**src/rtl/mmu_param_pkg.sv**
```systemverilog
// Shared types, IO region indices and wait-state lookup for the paged MMU.
package mmu_param_pkg;

    typedef enum logic [1:0] {
        IDLE  = 2'd0,
        LOAD  = 2'd1,
        STORE = 2'd2
    } mmu_state_t;

    localparam int unsigned REG_VDC  = 0;
    localparam int unsigned REG_VCE  = 1;
    localparam int unsigned REG_PSG  = 2;
    localparam int unsigned REG_TMR  = 3;
    localparam int unsigned REG_IO   = 4;
    localparam int unsigned REG_IRQ  = 5;

    localparam int unsigned REGION_W = 3;
    localparam int unsigned IO_CE_W  = 8;
    localparam int unsigned WAIT_W   = 4;

    // Wait count for an IO region: nibble r of the packed wait vector.
    function automatic logic [WAIT_W-1:0] wait_of(input logic [REGION_W-1:0] region,
                                                  input logic [31:0] wait_vec);
        return wait_vec[{region, 2'b00} +: WAIT_W];
    endfunction

endpackage

```
**src/rtl/mmu_param_if.sv**
```systemverilog
// CPU-side bus of the MMU: paging requests, translation and chip-enable decode.
interface mmu_param_if
    import mmu_param_pkg::*;
#(
    parameter int unsigned VA_W      = 16,
    parameter int unsigned PAGE_BITS = 3,
    parameter int unsigned BANK_W    = 8
);
    localparam int unsigned NUM_MPR = 2 ** PAGE_BITS;
    localparam int unsigned PA_W    = BANK_W + VA_W - PAGE_BITS;

    logic               RE;
    logic               WE;
    logic               load_en;
    logic               store_en;
    logic [NUM_MPR-1:0] MPR_mask;
    logic [BANK_W-1:0]  d_in;
    logic [VA_W-1:0]    VADDR;
    logic               STx_override;
    logic [PA_W-1:0]    PADDR;
    logic [BANK_W-1:0]  d_out;
    logic               rom_ce_n;
    logic               ram_ce_n;
    logic [IO_CE_W-1:0] io_ce_n;
    logic               IO_sel;
    logic               MMU_stall;

    modport master (
        output RE, WE, load_en, store_en, MPR_mask, d_in, VADDR, STx_override,
        input  PADDR, d_out, rom_ce_n, ram_ce_n, io_ce_n, IO_sel, MMU_stall
    );

    modport slave (
        input  RE, WE, load_en, store_en, MPR_mask, d_in, VADDR, STx_override,
        output PADDR, d_out, rom_ce_n, ram_ce_n, io_ce_n, IO_sel, MMU_stall
    );

endinterface

```
**src/rtl/mmu_param_wait_gen.sv**
```systemverilog
// Programmable IO wait-state generator: n stall cycles, then one guaranteed free cycle.
module mmu_wait_gen
    import mmu_param_pkg::*;
(
    input  logic              clk,
    input  logic              reset,
    input  logic              rdy_i,
    input  logic              access_i,
    input  logic [WAIT_W-1:0] n_i,
    output logic              stall_o
);

    logic [WAIT_W-1:0] cnt_q, cnt_d;
    logic              stall_q, stall_d;
    logic              hold_q, hold_d;

    always_ff @(posedge clk) begin
        if (reset) begin
            cnt_q   <= '0;
            stall_q <= 1'b0;
            hold_q  <= 1'b0;
        end else begin
            cnt_q   <= cnt_d;
            stall_q <= stall_d;
            hold_q  <= hold_d;
        end
    end

    // hold_q marks the free cycle after a stall so a held access cannot re-arm at once.
    always_comb begin
        cnt_d   = cnt_q;
        stall_d = stall_q;
        hold_d  = hold_q;
        if (rdy_i) begin
            if (cnt_q != '0) begin
                cnt_d   = cnt_q - WAIT_W'(1);
                stall_d = (cnt_q != WAIT_W'(1));
                hold_d  = (cnt_q == WAIT_W'(1));
            end else if (hold_q) begin
                hold_d = 1'b0;
            end else if (access_i && !stall_q && (n_i != '0)) begin
                cnt_d   = n_i;
                stall_d = 1'b1;
            end
        end
    end

    assign stall_o = stall_q;

endmodule

```
**src/rtl/mmu_param.sv**
```systemverilog
// Paged MMU: MPR file with TAM/TMA sequencing, address translation and chip-enable decode.
module mmu_param
    import mmu_param_pkg::*;
#(
    parameter int unsigned       VA_W      = 16,
    parameter int unsigned       PAGE_BITS = 3,
    parameter int unsigned       BANK_W    = 8,
    parameter logic [BANK_W-1:0] IO_BANK   = BANK_W'(8'hFF),
    parameter logic [BANK_W-1:0] RAM_BANK  = BANK_W'(8'hF8),
    parameter int unsigned       RAM_BANKS = 1,
    parameter logic [31:0]       WAIT_VEC  = 32'h0000_0001
) (
    input logic        clk,
    input logic        reset,
    input logic        RDY,
    mmu_param_if.slave bus
);

    localparam int unsigned NUM_MPR = 2 ** PAGE_BITS;
    localparam int unsigned OFF_W   = VA_W - PAGE_BITS;
    localparam int unsigned PA_W    = BANK_W + OFF_W;
    localparam int unsigned RAM_LO  = 32'(RAM_BANK);

    mmu_state_t          state_q, state_d;
    logic [NUM_MPR-1:0]  mask_q, mask_d;
    logic [BANK_W-1:0]   databuf_q, databuf_d;
    logic [BANK_W-1:0]   mpr_q [NUM_MPR];
    logic [BANK_W-1:0]   mpr_d [NUM_MPR];

    logic [PAGE_BITS-1:0] page;
    logic [PAGE_BITS-1:0] low_idx;
    logic [PA_W-1:0]      paddr;
    logic [BANK_W-1:0]    bank;
    logic [REGION_W-1:0]  region;
    logic                 io_sel;
    logic                 ram_hit;
    logic [WAIT_W-1:0]    wait_n;

    always_ff @(posedge clk) begin
        if (reset) begin
            state_q   <= IDLE;
            mask_q    <= '0;
            databuf_q <= '0;
            for (int i = 0; i < int'(NUM_MPR); i++) mpr_q[i] <= '0;
        end else begin
            state_q   <= state_d;
            mask_q    <= mask_d;
            databuf_q <= databuf_d;
            mpr_q     <= mpr_d;
        end
    end

    // TAM/TMA sequencer; nothing moves while RDY is low.
    always_comb begin
        state_d   = state_q;
        mask_d    = mask_q;
        databuf_d = databuf_q;
        for (int i = 0; i < int'(NUM_MPR); i++) mpr_d[i] = mpr_q[i];
        if (RDY) begin
            unique case (state_q)
                IDLE: begin
                    if (bus.load_en) begin
                        mask_d = bus.MPR_mask;
                        if (bus.MPR_mask != '0) databuf_d = bus.d_in;
                        state_d = LOAD;
                    end else if (bus.store_en) begin
                        mask_d  = bus.MPR_mask;
                        state_d = STORE;
                    end
                end
                LOAD: begin
                    for (int i = 0; i < int'(NUM_MPR); i++) begin
                        if (mask_q[i]) mpr_d[i] = databuf_q;
                    end
                    state_d = IDLE;
                end
                STORE:   state_d = IDLE;
                default: state_d = IDLE;
            endcase
        end
    end

    always_comb begin
        low_idx = '0;
        for (int i = int'(NUM_MPR) - 1; i >= 0; i--) begin
            if (mask_q[i]) low_idx = PAGE_BITS'(i);
        end
    end

    assign bus.d_out = (state_q == STORE && mask_q != '0) ? mpr_q[low_idx] : databuf_q;

    // Translation and decode are combinational from the current (pre-LOAD) MPRs.
    assign page    = bus.VADDR[VA_W-1 -: PAGE_BITS];
    assign paddr   = bus.STx_override ? {IO_BANK, OFF_W'(bus.VADDR[1:0])}
                                      : {mpr_q[page], bus.VADDR[OFF_W-1:0]};
    assign bank    = paddr[PA_W-1 -: BANK_W];
    assign region  = paddr[OFF_W-1 -: REGION_W];
    assign io_sel  = (bank == IO_BANK);
    assign ram_hit = (32'(bank) >= RAM_LO) && (32'(bank) < RAM_LO + RAM_BANKS);

    assign bus.PADDR    = paddr;
    assign bus.IO_sel   = io_sel;
    assign bus.ram_ce_n = !ram_hit;
    assign bus.rom_ce_n = !((bank < IO_BANK) && !ram_hit);
    assign bus.io_ce_n  = io_sel ? ~(IO_CE_W'(1) << region) : '1;

    assign wait_n = wait_of(region, WAIT_VEC);

    mmu_wait_gen u_wait (
        .clk      (clk),
        .reset    (reset),
        .rdy_i    (RDY),
        .access_i ((bus.RE | bus.WE) & io_sel),
        .n_i      (wait_n),
        .stall_o  (bus.MMU_stall)
    );

endmodule

```
**src/flat_wrapper.sv**
```systemverilog
// flat-port wrapper written by rule: the top's interface ports become plain ports
module mmu_param_flat import mmu_param_pkg::*;
#(
    parameter int unsigned       VA_W      = 16,
    parameter int unsigned       PAGE_BITS = 3,
    parameter int unsigned       BANK_W    = 8,
    parameter logic [BANK_W-1:0] IO_BANK   = BANK_W'(8'hFF),
    parameter logic [BANK_W-1:0] RAM_BANK  = BANK_W'(8'hF8),
    parameter int unsigned       RAM_BANKS = 1,
    parameter logic [31:0]       WAIT_VEC  = 32'h0000_0001
)
  (clk, reset, RDY, bus_RE, bus_WE, bus_load_en, bus_store_en, bus_MPR_mask, bus_d_in, bus_VADDR, bus_STx_override, bus_PADDR, bus_d_out, bus_rom_ce_n, bus_ram_ce_n, bus_io_ce_n, bus_IO_sel, bus_MMU_stall);
  mmu_param_if #(.VA_W(VA_W), .PAGE_BITS(PAGE_BITS), .BANK_W(BANK_W)) bus_i ();
  input logic clk;
  input logic reset;
  input logic RDY;
  input wire logic [$bits(bus_i.RE)-1:0] bus_RE;
  input wire logic [$bits(bus_i.WE)-1:0] bus_WE;
  input wire logic [$bits(bus_i.load_en)-1:0] bus_load_en;
  input wire logic [$bits(bus_i.store_en)-1:0] bus_store_en;
  input wire logic [$bits(bus_i.MPR_mask)-1:0] bus_MPR_mask;
  input wire logic [$bits(bus_i.d_in)-1:0] bus_d_in;
  input wire logic [$bits(bus_i.VADDR)-1:0] bus_VADDR;
  input wire logic [$bits(bus_i.STx_override)-1:0] bus_STx_override;
  output wire logic [$bits(bus_i.PADDR)-1:0] bus_PADDR;
  output wire logic [$bits(bus_i.d_out)-1:0] bus_d_out;
  output wire logic [$bits(bus_i.rom_ce_n)-1:0] bus_rom_ce_n;
  output wire logic [$bits(bus_i.ram_ce_n)-1:0] bus_ram_ce_n;
  output wire logic [$bits(bus_i.io_ce_n)-1:0] bus_io_ce_n;
  output wire logic [$bits(bus_i.IO_sel)-1:0] bus_IO_sel;
  output wire logic [$bits(bus_i.MMU_stall)-1:0] bus_MMU_stall;
  assign bus_i.RE = bus_RE;
  assign bus_i.WE = bus_WE;
  assign bus_i.load_en = bus_load_en;
  assign bus_i.store_en = bus_store_en;
  assign bus_i.MPR_mask = bus_MPR_mask;
  assign bus_i.d_in = bus_d_in;
  assign bus_i.VADDR = bus_VADDR;
  assign bus_i.STx_override = bus_STx_override;
  assign bus_PADDR = bus_i.PADDR;
  assign bus_d_out = bus_i.d_out;
  assign bus_rom_ce_n = bus_i.rom_ce_n;
  assign bus_ram_ce_n = bus_i.ram_ce_n;
  assign bus_io_ce_n = bus_i.io_ce_n;
  assign bus_IO_sel = bus_i.IO_sel;
  assign bus_MMU_stall = bus_i.MMU_stall;
  mmu_param #(.VA_W(VA_W), .PAGE_BITS(PAGE_BITS), .BANK_W(BANK_W), .IO_BANK(IO_BANK), .RAM_BANK(RAM_BANK), .RAM_BANKS(RAM_BANKS), .WAIT_VEC(WAIT_VEC)) u_core (.clk(clk), .reset(reset), .RDY(RDY), .bus(bus_i));
endmodule
```
**config.mk**
```make
export PLATFORM = sky130hd
export DESIGN_NAME = mmu_param_flat
export DESIGN_NICKNAME = d
export VERILOG_FILES = /design/src/rtl/mmu_param_pkg.sv /design/src/rtl/mmu_param_if.sv /design/src/rtl/mmu_param_wait_gen.sv /design/src/rtl/mmu_param.sv /design/src/flat_wrapper.sv
export SDC_FILE = /design/constraint.sdc
export NUM_CORES = 1
export LEC_CHECK = 0
export ABC_AREA = 1
export BUFFER_PORTS_ARGS = -buffer_cell sky130_fd_sc_hd__buf_2
export CAP_MARGIN = 30
export CORE_MARGIN = 2
export CORE_UTILIZATION = 55
export CTS_CLUSTER_DIAMETER = 30
export CTS_CLUSTER_SIZE = 40
export DETAILED_ROUTE_END_ITERATION = 10
export PLACE_DENSITY = 0.78
export RECOVER_POWER = 50
export SLEW_MARGIN = 40
export SYNTH_ARGS = -nofsm -noshare
export SYNTH_HDL_FRONTEND = slang
export SYNTH_SLANG_ARGS = --single-unit
```
**constraint.sdc**
```tcl
create_clock -name clk -period 2.5 [get_ports clk]
set_input_delay 0.125 -clock clk [delete_from_list [all_inputs] [get_ports clk]]
set_output_delay 0.125 -clock clk [all_outputs]
set_load 0.02 [all_outputs]
```
==> impl_metrics.toml <==
[status]
status = "finished, violations left"
violations = "design-rule violations"

[routing]
ant_nets = 0
wirelength_mm = 14.6
wl_per_cell_um = 16.5
initialDrtViolationCount = 465
route.detailed.drc = 1
vias_per_cell = 5.95
drt_pass1_iterations = 9
vias = 5274

[clock_tree]
cts_hold_buf = 0
clk_pin_slew_ps = 90
clkLatencyLatePin_ps = 360
root_buffer = "clkbuf_8"
cts_inserted_buffers = 9
clock_sinks = 88
cts_tree = "done"
htreeDepth = 3
cts_max_path_buffers = 2

[power]
irDropWorstVdd_mv = 0.353
p_total_mw = 3.28
power.leakage_nw = 2.12
p_per_area_mw_per_mm2 = 617

[place]
portBuffers = 76
dp.cells = 868
globalplace.congestion = 0.934
place_hpwl_mm = 9.81

[layout]
fin_cells = 886
nets = 816
area_delta_synth_final_pct = 12.7
antennaDiodeCount = 0
drive_gt1_frac = 0.122

[synth]
synth-main-ff-cell = "dfxtp_1"
yosysWarnings = 0
synth.top_cells.by_count = "nand2_1, nand3_1, dfxtp_1, a21oi_1, inv_1"
yosysMostFrequentCell = "nand2_1"
synthTopCellsByArea = "dfxtp_1, nand2_1, nand3_1"
seq_area_frac_synth = 0.373
ys_types = 26
synth_cells = 725
yosysTopAreaCell = "dfxtp_1"
syn_area_mm2 = 0.00472
synth_seq_cells = 88
synth_nets = 765
async_flop_share = 0
synth_top_area_frac = 0.373
synth_edf_count = 0
syn_avg_cell_area_um2 = 6.51

[setup_path]
r2r_start = "u_core.state_q[0]"
worstSetupPathType = "reg2out"
end_kind = "primary output"
r2r_end = "u_core.mpr_q[63]"
cp_max_fo = 10
reg2reg_slack_ps = 270
worst_setup_path_start_kind = "flip-flop"
crit_arrival_ps = 2260
worstPathRequired_ps = 2380
reg2reg_depth = 6

[min_path]
holdPathEnd = "u_core.databuf_q[1]"
min-delay-start = "bus_d_in[1]"
hold_path_class = "in2reg"
hold_path_depth = 3

[sta]
fin_hold_ws_ps = 6.31
worst_pin_slew_ps = 606
setup_violations = 0
hold_viol_final = 0
post-route-min-period_ps = 2380
post-route-period-util = 0.952
finalSetupTns_ps = 0
clock_skew_ps = 9.19
max_slew_margin = 0.595
rsz0062_at_grt = "true"
fmax_mhz = 420
maxSlewViolCount = 0

[global_routing]
antenna_found_initial = 0
grt_max_degree = 65
grt_pass1_wl_mm = 23.7
grt_overflow = 0
grt_usage = 0.308
grt_pass1_vias = 4852

[floorplan]
die-width_um = 96.7
dieArea_mm2 = 0.00935
die-height_um = 96.7
rows = 33
io_pins = 81
core_area_mm2 = 0.00826
initial_core_util = 0.572

[run]
drv_cap = 0
-- per-layer routing --
metal	vias to the layer above	part of all wire	routed length [um]	track usage
li1	2524	-	-	-
met1	2418	0.41	6010	0.406
met2	273	0.45	6620	0.487
met3	59	0.089	1300	0.0397
met4	0	0.045	651	0.179
met5	-	0	0	0
-- cells by family after synthesis --
kind of cell	count (synthesis)	share of synthesized area
flip-flops	88	0.373
buffers and inverters	124	0.113
AO/OA/AOI/OAI	178	0.206
AND/OR/NAND/NOR	335	0.308
-- layout by cell type, fill, tap and decap left out --
cell type,instances
nor4b_1,1
inv_4,1
nor3_4,2
clkbuf_2,1
clkbuf_8,10
clkinv_4,1
nor3_2,2
buf_2,55
or2_2,1
nand2_1,159
a31oi_1,1
inv_1,70
nand3_1,119
nor2_1,41
o22ai_1,1
nor4_1,3
nand2_2,1
buf_4,9
nor2_2,2
o21ai_1,3
nand4_1,1
inv_6,2
a21oi_1,85
o21ai_0,56
buf_8,1
clkbuf_4,1
clkbuf_16,1
clkinvlp_4,2
o211ai_1,32
dfxtp_1,88
clkbuf_1,23
clkinv_2,1
bufinv_16,1
nor3_1,3
buf_12,1
-- how the worst max path moves through the flow --
stage	start	to	slack [ps]	cells after the start
6_report	u_core.mask_q[7]	bus_d_out[3]	120	12
5_1_grt	u_core.mask_q[7]	bus_d_out[1]	-40	12
4_1_cts	u_core.mask_q[5]	bus_d_out[1]	40	12
3_5_place_dp	bus_VADDR[13]	bus_io_ce_n[6]	280	12
3_3_place_gp	bus_VADDR[13]	bus_io_ce_n[3]	400	12
2_1_floorplan	u_core.mask_q[5]	bus_d_out[5]	800	10
-- state kept, by name, indices dropped and copies added, names as in the netlist --
name and cells:
u_core.databuf_q 8, u_core.mask_q 8, u_core.mpr_q 64, u_core.state_q 2
u_core.u_wait.cnt_q 4, u_core.u_wait.hold_q 1, u_core.u_wait.stall_o 1
-- worst max-delay path, cell delays in order (launching register included) --
cell and delay (ps):
dfxtp_1 330, buf_4 180, nor2_1 80, nor3_2 140, nor3_2 70, nor3_4 200
buf_12 150, buf_8 140, o211ai_1 90, nand3_1 120, nand3_1 140, nand2_1 90
buf_2 160
-- final cells by class --
cell class	count	area [um^2]
Clock buffer	10	128
Clock inverter	6	67.6
Fill cell	788	2930
Inverter	72	278
Multi-Input combinational cell	513	2450
Sequential cell	88	1760
Tap cell	105	131
Timing Repair Buffer	92	512
-- power breakdown --
group | switching, mW | internal, mW | leakage [nW] | total (mW)
logic | 0.529 | 0.267 | 1.32 | 0.795
clock network | 0.526 | 0.466 | 0.0929 | 0.991
registers | 0.0604 | 1.44 | 0.713 | 1.50
total | 1.11 | 2.17 | 2.12 | 3.28
-- through the flow --
step / utilization / setup WS [ps] / instance area (um^2)
floorplan: - / 796 / 4720
global placement: 0.615 / 399 / 5080
detailed placement: 0.615 / 282 / 5080
CTS: 0.639 / 43.2 / 5280
global route: 0.645 / -44.1 / 5320
finish: 0.645 / 119 / 5320
-- repair_timing --
action | in CTS | in global routing
endpoints found under the setup margin | 0 | 11
gates resized for setup | 0 | 13
buffers inserted | 0 | 1
Power figures use the tool's default switching activity.
